File: src/rtl/bpu_io_pkg.sv
// Shared definitions for BatPU2 memory-mapped I/O peripherals: UART FSM states,
// status bit positions and default register addresses (0xFF belongs to switches/display).
package bpu_io_pkg;

  typedef enum logic [2:0] {
    ST_IDLE   = 3'd0,
    ST_START  = 3'd1,
    ST_DATA   = 3'd2,
    ST_PARITY = 3'd3,
    ST_STOP   = 3'd4
  } uart_state_e;

  localparam int STAT_FULL_BIT  = 0;
  localparam int STAT_EMPTY_BIT = 1;
  localparam int STAT_BUSY_BIT  = 2;
  localparam int STAT_OVF_BIT   = 3;

  localparam logic [7:0] DEF_TX_ADDR   = 8'hFD;
  localparam logic [7:0] DEF_STAT_ADDR = 8'hFE;
  localparam logic [7:0] SWITCH_ADDR   = 8'hFF;

  function automatic logic even_parity(input logic [7:0] data);
    return ^data;
  endfunction

endpackage

File: src/rtl/io_fifo.sv
// Synchronous FIFO with push/pop, full/empty flags and occupancy count.
// DEPTH must be a power of two; a push is accepted only if the FIFO is not full before the edge.
module io_fifo #(
  parameter int WIDTH = 8,
  parameter int DEPTH = 4
) (
  input  logic                       clk,
  input  logic                       sync_rst,
  input  logic                       clk_en,
  input  logic                       push,
  input  logic [WIDTH-1:0]           push_data,
  input  logic                       pop,
  output logic [WIDTH-1:0]           pop_data,
  output logic                       full,
  output logic                       empty,
  output logic [$clog2(DEPTH):0]     count
);

  localparam int AW = $clog2(DEPTH);

  logic [WIDTH-1:0] mem_r [DEPTH];
  logic [AW-1:0]    wr_ptr_r;
  logic [AW-1:0]    rd_ptr_r;
  logic [AW:0]      count_r;
  logic             push_ok_s;
  logic             pop_ok_s;

  assign full     = (count_r == (AW+1)'(DEPTH));
  assign empty    = (count_r == (AW+1)'(0));
  assign count    = count_r;
  assign pop_data = mem_r[rd_ptr_r];

  // Qualify requests against the pre-edge occupancy.
  always_comb begin
    push_ok_s = 1'b0;
    pop_ok_s  = 1'b0;
    if (clk_en) begin
      push_ok_s = push && !full;
      pop_ok_s  = pop && !empty;
    end else begin
      push_ok_s = 1'b0;
      pop_ok_s  = 1'b0;
    end
  end

  // Storage array; contents need no reset since pointers gate visibility.
  always_ff @(posedge clk) begin
    if (push_ok_s) begin
      mem_r[wr_ptr_r] <= push_data;
    end
  end

  // Pointer and occupancy bookkeeping.
  always_ff @(posedge clk) begin
    if (sync_rst) begin
      wr_ptr_r <= AW'(0);
      rd_ptr_r <= AW'(0);
      count_r  <= (AW+1)'(0);
    end else begin
      if (push_ok_s) wr_ptr_r <= wr_ptr_r + AW'(1);
      if (pop_ok_s)  rd_ptr_r <= rd_ptr_r + AW'(1);
      case ({push_ok_s, pop_ok_s})
        2'b10:   count_r <= count_r + (AW+1)'(1);
        2'b01:   count_r <= count_r - (AW+1)'(1);
        default: count_r <= count_r;
      endcase
    end
  end

endmodule

File: src/rtl/mmio_uart_tx.sv
// Memory-mapped 8N1 UART transmitter with TX FIFO and registered status read path.
// Define MMIO_UART_PARITY_EN to insert an even parity bit (8E1 framing).
module mmio_uart_tx
  import bpu_io_pkg::*;
#(
  parameter int         CLKS_PER_BIT = 16,
  parameter int         FIFO_DEPTH   = 4,
  parameter logic [7:0] TX_ADDR      = DEF_TX_ADDR,
  parameter logic [7:0] STAT_ADDR    = DEF_STAT_ADDR
) (
  input  logic       clk,
  input  logic       sync_rst,
  input  logic       clk_en,
  input  logic [7:0] data_address,
  input  logic [7:0] data_in,
  input  logic       mem_we,
  input  logic       mem_req,
  output logic [7:0] rd_data,
  output logic       rd_hit,
  output logic       tx
);

  localparam int BAUD_W = $clog2(CLKS_PER_BIT);
  localparam int CNT_W  = $clog2(FIFO_DEPTH) + 1;
  localparam logic [BAUD_W-1:0] BAUD_LAST = BAUD_W'(CLKS_PER_BIT - 1);

  uart_state_e       state_r;
  logic [7:0]        shift_r;
  logic [2:0]        bit_cnt_r;
  logic [BAUD_W-1:0] baud_r;
  logic              tx_r;
  logic              ovf_r;
  logic [7:0]        rd_data_r;
  logic              rd_hit_r;
`ifdef MMIO_UART_PARITY_EN
  logic              parity_r;
`endif

  logic              push_s;
  logic              pop_s;
  logic              ovf_set_s;
  logic              ovf_clr_s;
  logic [7:0]        pop_data_s;
  logic              fifo_full_s;
  logic              fifo_empty_s;
  logic [CNT_W-1:0]  fifo_count_s;
  logic [7:0]        status_s;
  logic              baud_wrap_s;

  assign tx      = tx_r;
  assign rd_data = rd_data_r;
  assign rd_hit  = rd_hit_r;
  assign baud_wrap_s = (baud_r == BAUD_LAST);

  io_fifo #(.WIDTH(8), .DEPTH(FIFO_DEPTH)) u_fifo (
    .clk       (clk),
    .sync_rst  (sync_rst),
    .clk_en    (clk_en),
    .push      (push_s),
    .push_data (data_in),
    .pop       (pop_s),
    .pop_data  (pop_data_s),
    .full      (fifo_full_s),
    .empty     (fifo_empty_s),
    .count     (fifo_count_s)
  );

  // Bus store decode; the room check uses occupancy before any same-edge pop.
  always_comb begin
    push_s    = 1'b0;
    ovf_set_s = 1'b0;
    ovf_clr_s = 1'b0;
    if (clk_en && mem_we && (data_address == TX_ADDR)) begin
      if (fifo_count_s < CNT_W'(FIFO_DEPTH)) begin
        push_s = 1'b1;
      end else begin
        ovf_set_s = 1'b1;
      end
    end else if (clk_en && mem_we && (data_address == STAT_ADDR)) begin
      ovf_clr_s = 1'b1;
    end else begin
      push_s = 1'b0;
    end
  end

  // FIFO pop request: the FSM takes a byte whenever it idles with data waiting.
  always_comb begin
    pop_s = 1'b0;
    if (clk_en && (state_r == ST_IDLE) && !fifo_empty_s) begin
      pop_s = 1'b1;
    end else begin
      pop_s = 1'b0;
    end
  end

  // Status register image.
  always_comb begin
    status_s                 = 8'h00;
    status_s[STAT_FULL_BIT]  = fifo_full_s;
    status_s[STAT_EMPTY_BIT] = fifo_empty_s;
    status_s[STAT_BUSY_BIT]  = (state_r != ST_IDLE);
    status_s[STAT_OVF_BIT]   = ovf_r;
  end

  // Sticky overflow flag.
  always_ff @(posedge clk) begin
    if (sync_rst) begin
      ovf_r <= 1'b0;
    end else if (ovf_set_s) begin
      ovf_r <= 1'b1;
    end else if (ovf_clr_s) begin
      ovf_r <= 1'b0;
    end
  end

  // Registered load path, one enabled cycle of latency like the data RAM.
  always_ff @(posedge clk) begin
    if (sync_rst) begin
      rd_data_r <= 8'h00;
      rd_hit_r  <= 1'b0;
    end else if (clk_en && mem_req) begin
      if (data_address == STAT_ADDR) begin
        rd_data_r <= status_s;
        rd_hit_r  <= 1'b1;
      end else if (data_address == TX_ADDR) begin
        rd_data_r <= 8'h00;
        rd_hit_r  <= 1'b1;
      end else begin
        rd_hit_r  <= 1'b0;
      end
    end
  end

  // Serializer FSM; tx is driven from the state one cycle behind it, so it never glitches.
  always_ff @(posedge clk) begin
    if (sync_rst) begin
      state_r   <= ST_IDLE;
      tx_r      <= 1'b1;
      shift_r   <= 8'h00;
      bit_cnt_r <= 3'd0;
      baud_r    <= BAUD_W'(0);
`ifdef MMIO_UART_PARITY_EN
      parity_r  <= 1'b0;
`endif
    end else if (clk_en) begin
      case (state_r)
        ST_IDLE: begin
          tx_r   <= 1'b1;
          baud_r <= BAUD_W'(0);
          if (!fifo_empty_s) begin
            shift_r   <= pop_data_s;
            bit_cnt_r <= 3'd0;
`ifdef MMIO_UART_PARITY_EN
            parity_r  <= even_parity(pop_data_s);
`endif
            state_r   <= ST_START;
          end
        end
        ST_START: begin
          tx_r <= 1'b0;
          if (baud_wrap_s) begin
            baud_r  <= BAUD_W'(0);
            state_r <= ST_DATA;
          end else begin
            baud_r <= baud_r + BAUD_W'(1);
          end
        end
        ST_DATA: begin
          tx_r <= shift_r[0];
          if (baud_wrap_s) begin
            baud_r    <= BAUD_W'(0);
            shift_r   <= {1'b0, shift_r[7:1]};
            bit_cnt_r <= bit_cnt_r + 3'd1;
            if (bit_cnt_r == 3'd7) begin
`ifdef MMIO_UART_PARITY_EN
              state_r <= ST_PARITY;
`else
              state_r <= ST_STOP;
`endif
            end
          end else begin
            baud_r <= baud_r + BAUD_W'(1);
          end
        end
`ifdef MMIO_UART_PARITY_EN
        ST_PARITY: begin
          tx_r <= parity_r;
          if (baud_wrap_s) begin
            baud_r  <= BAUD_W'(0);
            state_r <= ST_STOP;
          end else begin
            baud_r <= baud_r + BAUD_W'(1);
          end
        end
`endif
        ST_STOP: begin
          tx_r <= 1'b1;
          if (baud_wrap_s) begin
            baud_r  <= BAUD_W'(0);
            state_r <= ST_IDLE;
          end else begin
            baud_r <= baud_r + BAUD_W'(1);
          end
        end
        default: begin
          tx_r    <= 1'b1;
          baud_r  <= BAUD_W'(0);
          state_r <= ST_IDLE;
        end
      endcase
    end
  end

endmodule
File: config.mk
export PLATFORM = sky130hd
export DESIGN_NAME = mmio_uart_tx
export DESIGN_NICKNAME = d
export VERILOG_FILES = /design/src/rtl/bpu_io_pkg.sv /design/src/rtl/io_fifo.sv /design/src/rtl/mmio_uart_tx.sv
export SDC_FILE = /design/constraint.sdc
export NUM_CORES = 1
export LEC_CHECK = 0
export BUFFER_PORTS_ARGS = -buffer_cell sky130_fd_sc_hd__buf_2
export CAP_MARGIN = 20
export CORE_UTILIZATION = 58
export DETAILED_ROUTE_END_ITERATION = 10
export GPL_TIMING_DRIVEN = 1
export PLACE_DENSITY = 0.83
export SETUP_SLACK_MARGIN = 0.05
export SYNTH_ARGS = -nofsm -noshare
export SYNTH_HDL_FRONTEND = slang
export SYNTH_SLANG_ARGS = --single-unit
File: constraint.sdc
create_clock -name clk -period 3.1 [get_ports clk]
set_input_delay 0.155 -clock clk [delete_from_list [all_inputs] [get_ports clk]]
set_output_delay 0.155 -clock clk [all_outputs]
set_load 0.01 [all_outputs]
==> summary.log <==
INFO  run_status     run_status=finished, final reports clean
INFO  setup_path     crit_path_end_kind=flop
INFO  setup_path     slowest_delay=0.41ns
INFO  setup_path     r2r-start=state_r[2]
INFO  clock_network  post-cts-setup-buffer-count=0
INFO  clock_network  cts-root-buf=clkbuf_8
INFO  route          detailed_route_wire_length=4980µm
INFO  sta            final-max-slew-violation-count=0
INFO  placement      routabilityCongestion=0.804
INFO  cells_and_area antenna-diode-count=0
INFO  route          antenna_violating_nets_post_route=0
INFO  cells_and_area area_growth=9.36%
INFO  route          route.detailed.wl_per_inst=14.5µm
INFO  cells_and_area drive_above_1_share=23.2%
INFO  sta            finClkSkew=0.0104ns
INFO  sta            period_share=77.7%
INFO  grt            vias_in_the_first_global_route=1823
INFO  grt            grt_antenna_before_repair=0
INFO  yosys          synth_top_cell_by_area=edfxtp_1
INFO  clock_network  tritoncts_sinks=66
INFO  floorplan      start_util=62.0%
INFO  floorplan      die_width=74.0µm
INFO  setup_path     cp_cell_sequence=nor3_1, nand3_1, inv_1, ha_1, inv_1, fa_1, xor2_1, or3_1, a21oi_1
INFO  yosys          synth.avg_cell_area=12.1µm²
INFO  setup_path     worst-endpoint-arrival=2.68ns
INFO  sta            setup-violations-final=0
INFO  yosys          synthMuxAreaShare=7.65%
INFO  yosys          synth_adder_area_share=3.99%
INFO  sta            max_slew.worst_pin.slew=0.700ns
INFO  sta            min_period=2.41ns
INFO  yosys          synth_top_flop_cell=dfxtp_1
INFO  min_path       hold_path.class=in -> reg
INFO  cells_and_area postLayoutCoreUtil=67.8%
INFO  setup_path     timing_worst_setup_path_type=reg -> reg
INFO  yosys          ys_async_sr_fraction=0%
INFO  sta            fin_hold_viols=0
INFO  yosys          yosysWarnings=0
INFO  yosys          dominant_combinational_cell_family_by_area_after_synthesis=simple AND/OR/NAND/NOR gates
INFO  sta            final.hold.worst_slack=0.0266ns
INFO  min_path       min_delay_path_depth=1
INFO  min_path       worst_hold_path.endpoint=u_fifo.mem_r[1][5]
INFO  clock_network  clkSlewWorstSetupHoldPaths=0.08ns
INFO  sta            setup_repair_after_global_routing_missed_its_margin=no
INFO  cells_and_area num-nets-final=301
INFO  setup_path     timing.critical_path.mode_cell=inv_1
INFO  route          route.detailed.drc=0
INFO  clock_network  cts_buffer_depth=2
INFO  cells_and_area regArea=1640µm²
INFO  yosys          yosysUniqueCellTypes=46
INFO  placement      post-place-ws=0.724ns
INFO  power_and_ir_drop p_seq_share=57.7%
INFO  setup_path     setup.reg_to_reg.worst_slack=0.69ns
INFO  setup_path     cp-start-kind=flop
INFO  setup_path     crit_reg_reg_endpoint=u_fifo.count[2]
INFO  power_and_ir_drop p_int=1.22mW
INFO  route          vias=1925
INFO  route          via_per_inst=5.61
INFO  placement      buffer_ports.inserted=26
INFO  placement      placed_cell_area=3120µm²
INFO  setup_path     critical_path.slowest_cell=nor3_1
INFO  route          drt_first_iter_violations=107
INFO  setup_path     crit_fanout=10
INFO  power_and_ir_drop power.share.switching=23.1%
INFO  placement      place.detailed.instances=327
INFO  placement      place.detailed.hpwl=3330µm
INFO  floorplan      core_area=4850µm²
INFO  yosys          synth_compound_gate_area_share=11.9%
INFO  yosys          synth_area=3010µm²
INFO  yosys          synth_seq_area_share=54.6%
INFO  power_and_ir_drop leakagePower=1.12nW
INFO  cells_and_area finalNonFillerCells=343
INFO  power_and_ir_drop power_density=481nW/µm²
INFO  clock_network  clock_insertion_delay_worst_skew=0.35ns
INFO  yosys          post_synth_edffs=32
INFO  cells_and_area layout.filler_cells=359
INFO  sta            setup_slack=0.690ns
INFO  sta            fmax=0.415GHz
INFO  run            max-cap-violations=0
INFO  floorplan      die-area=5480µm²
INFO  yosys          synthDominantCellAreaShare=31.9%
INFO  yosys          synth.area.top_cells=edfxtp_1, dfxtp_1, mux4_2, ha_1, a21oi_1
INFO  setup_path     critical_path_required=3.37ns
INFO  grt            global_route.usage.total=21.4%
INFO  grt            grt_first_pass_wirelength=8370µm
INFO  clock_network  cts_tree=done
INFO  floorplan      num_io_pins=31
INFO  clock_network  cts_buffers=9
INFO  cells_and_area multi_input_area=1220µm²
INFO  cells_and_area finish.instance_area=3290µm²
INFO  clock_network  cts_resized=0
INFO  min_path       min_from=data_in[5]
INFO  setup_path     logic_depth_of_the_worst_register_to_register_path=9
INFO  floorplan      placementRows=25
INFO  route          drtPass1Iterations=4
INFO  floorplan      floorplan.die.height=74.0µm
INFO  sta            finalSetupTns=0ns
INFO  power_and_ir_drop switching_power=0.365mW
INFO  power_and_ir_drop total_power=1.58mW
INFO  power_and_ir_drop worst_ir_drop_vdd=471µV
INFO  yosys          count_of_mapped_cells_out_of_synthesis=248
INFO  grt            global_route_total_overflow=0
INFO  sta            slew-limit-headroom=53.3%
INFO  yosys          synth-xor-area-share=2.04%
INFO  clock_network  cts_hold_buffers=0
INFO  power_and_ir_drop combPwrFrac=2.9%
INFO  power_and_ir_drop clockPowerShare=39.3%
INFO  grt            grt_start_max_net_pins=34
INFO  clock_network  htree_num_levels=3
INFO  yosys          ys_ff_latch=66
INFO  yosys          post_synth_and_or_nand_nor_area_fraction=14.4%
logic make-up (layout without fill, tap and decap cells):
family          Yosys count  after routing
flops                    66             66
xor+xnor                  7              7
buf+inv                  27             52
fa+ha+maj                 9              9
simple gates             76             76
compound gates           49             49
mux                      13             13
other cells               1              4
power by group through the flow:
stage,combinational [mW],sequential (mW),clock [mW]
floorplan,0.0294,0.934,0
global placement,0.0446,0.933,0
detailed placement,0.0456,0.933,0
CTS,0.0456,0.913,0.639
global route,0.0507,0.913,0.670
finish,0.0462,0.914,0.622
synth_stat cells, drive strengths merged (5+ instances only):
library cell  number
a21oi             18
buf               11
xor2               5
clkbuf             8
o21ai              9
edfxtp            32
nor2              20
a211oi             7
dfxtp             34
and2               7
mux4               8
nand2              9
inv                8
ha                 8
nand3              8
mux2i              5
a22oi              7
critical path, delay by kind of cell, from the launching register on:
family / cells / cell delay [ns]
simple gates: 3 / 0.92
fa+ha+maj: 2 / 0.56
flops: 1 / 0.39
buf+inv: 2 / 0.16
xor+xnor: 1 / 0.16
compound gates: 1 / 0.15
area by class of cell:
type	instances	share of cell area (%)
Clock buffer	10	3.88
Clock inverter	6	1.33
Inverter	8	0.913
Multi-Input combinational cell	158	37.0
Sequential cell	66	49.9
Tap cell	67	2.55
Timing Repair Buffer	28	4.41
how the worst max path moves through the flow:
| stage | start | end | slack [ns] | depth (start not counted) |
|---|---|---|---|---|
| final | state_r[2] | u_fifo.count[2] | 0.69 | 9 |
| after global routing | state_r[2] | u_fifo.count[2] | 0.52 | 9 |
| after CTS | state_r[2] | u_fifo.count[2] | 0.70 | 9 |
| after detailed placement | state_r[2] | u_fifo.count[2] | 0.72 | 9 |
| after global placement | state_r[2] | u_fifo.count[2] | 0.81 | 9 |
| after floorplan | state_r[2] | u_fifo.count[2] | 0.91 | 10 |
layer usage:
layer  GRT usage [%]  vias to the layer above  share of wire [%]  wire length (µm)
met5               0                        -                  0                 0
met4            10.7                        0                2.2               112
met3            7.45                       13                3.6               180
met2            32.6                       30                 48              2390
met1            27.4                      931                 46              2300
li1                -                      951                  -                 -
sequential cells by signal (all words and copies together), names as in the netlist, named ones only:
signal,cells
state_r,3
rd_hit,1
rd_data,4
u_fifo.rd_ptr_r,2
tx,1
u_fifo.mem_r,32
u_fifo.count,3
bit_cnt_r,3
u_fifo.wr_ptr_r,2
baud_r,4
ovf_r,1
shift_r,8
layout by cell type (no fill, tap or decap), types with 3 or more instances in the layout:
cell type    n
clkbuf_8     9
xor2_1       5
nor2b_1      3
a211oi_2     7
mux4_2       8
a22oi_1      7
mux2i_1      5
a31oi_1      3
and2_1       7
ha_1         8
a21oi_1     18
clkinvlp_4   4
inv_1        8
edfxtp_1    32
nor2_1      20
conb_1       4
nand2b_1     4
dfxtp_1     34
nor4_1       3
nand2_1      9
nand4_1      3
buf_2       26
nand3_1      8
nand3b_1     3
nor3_1       3
o21ai_0      9
Power figures use the tool's default switching activity.
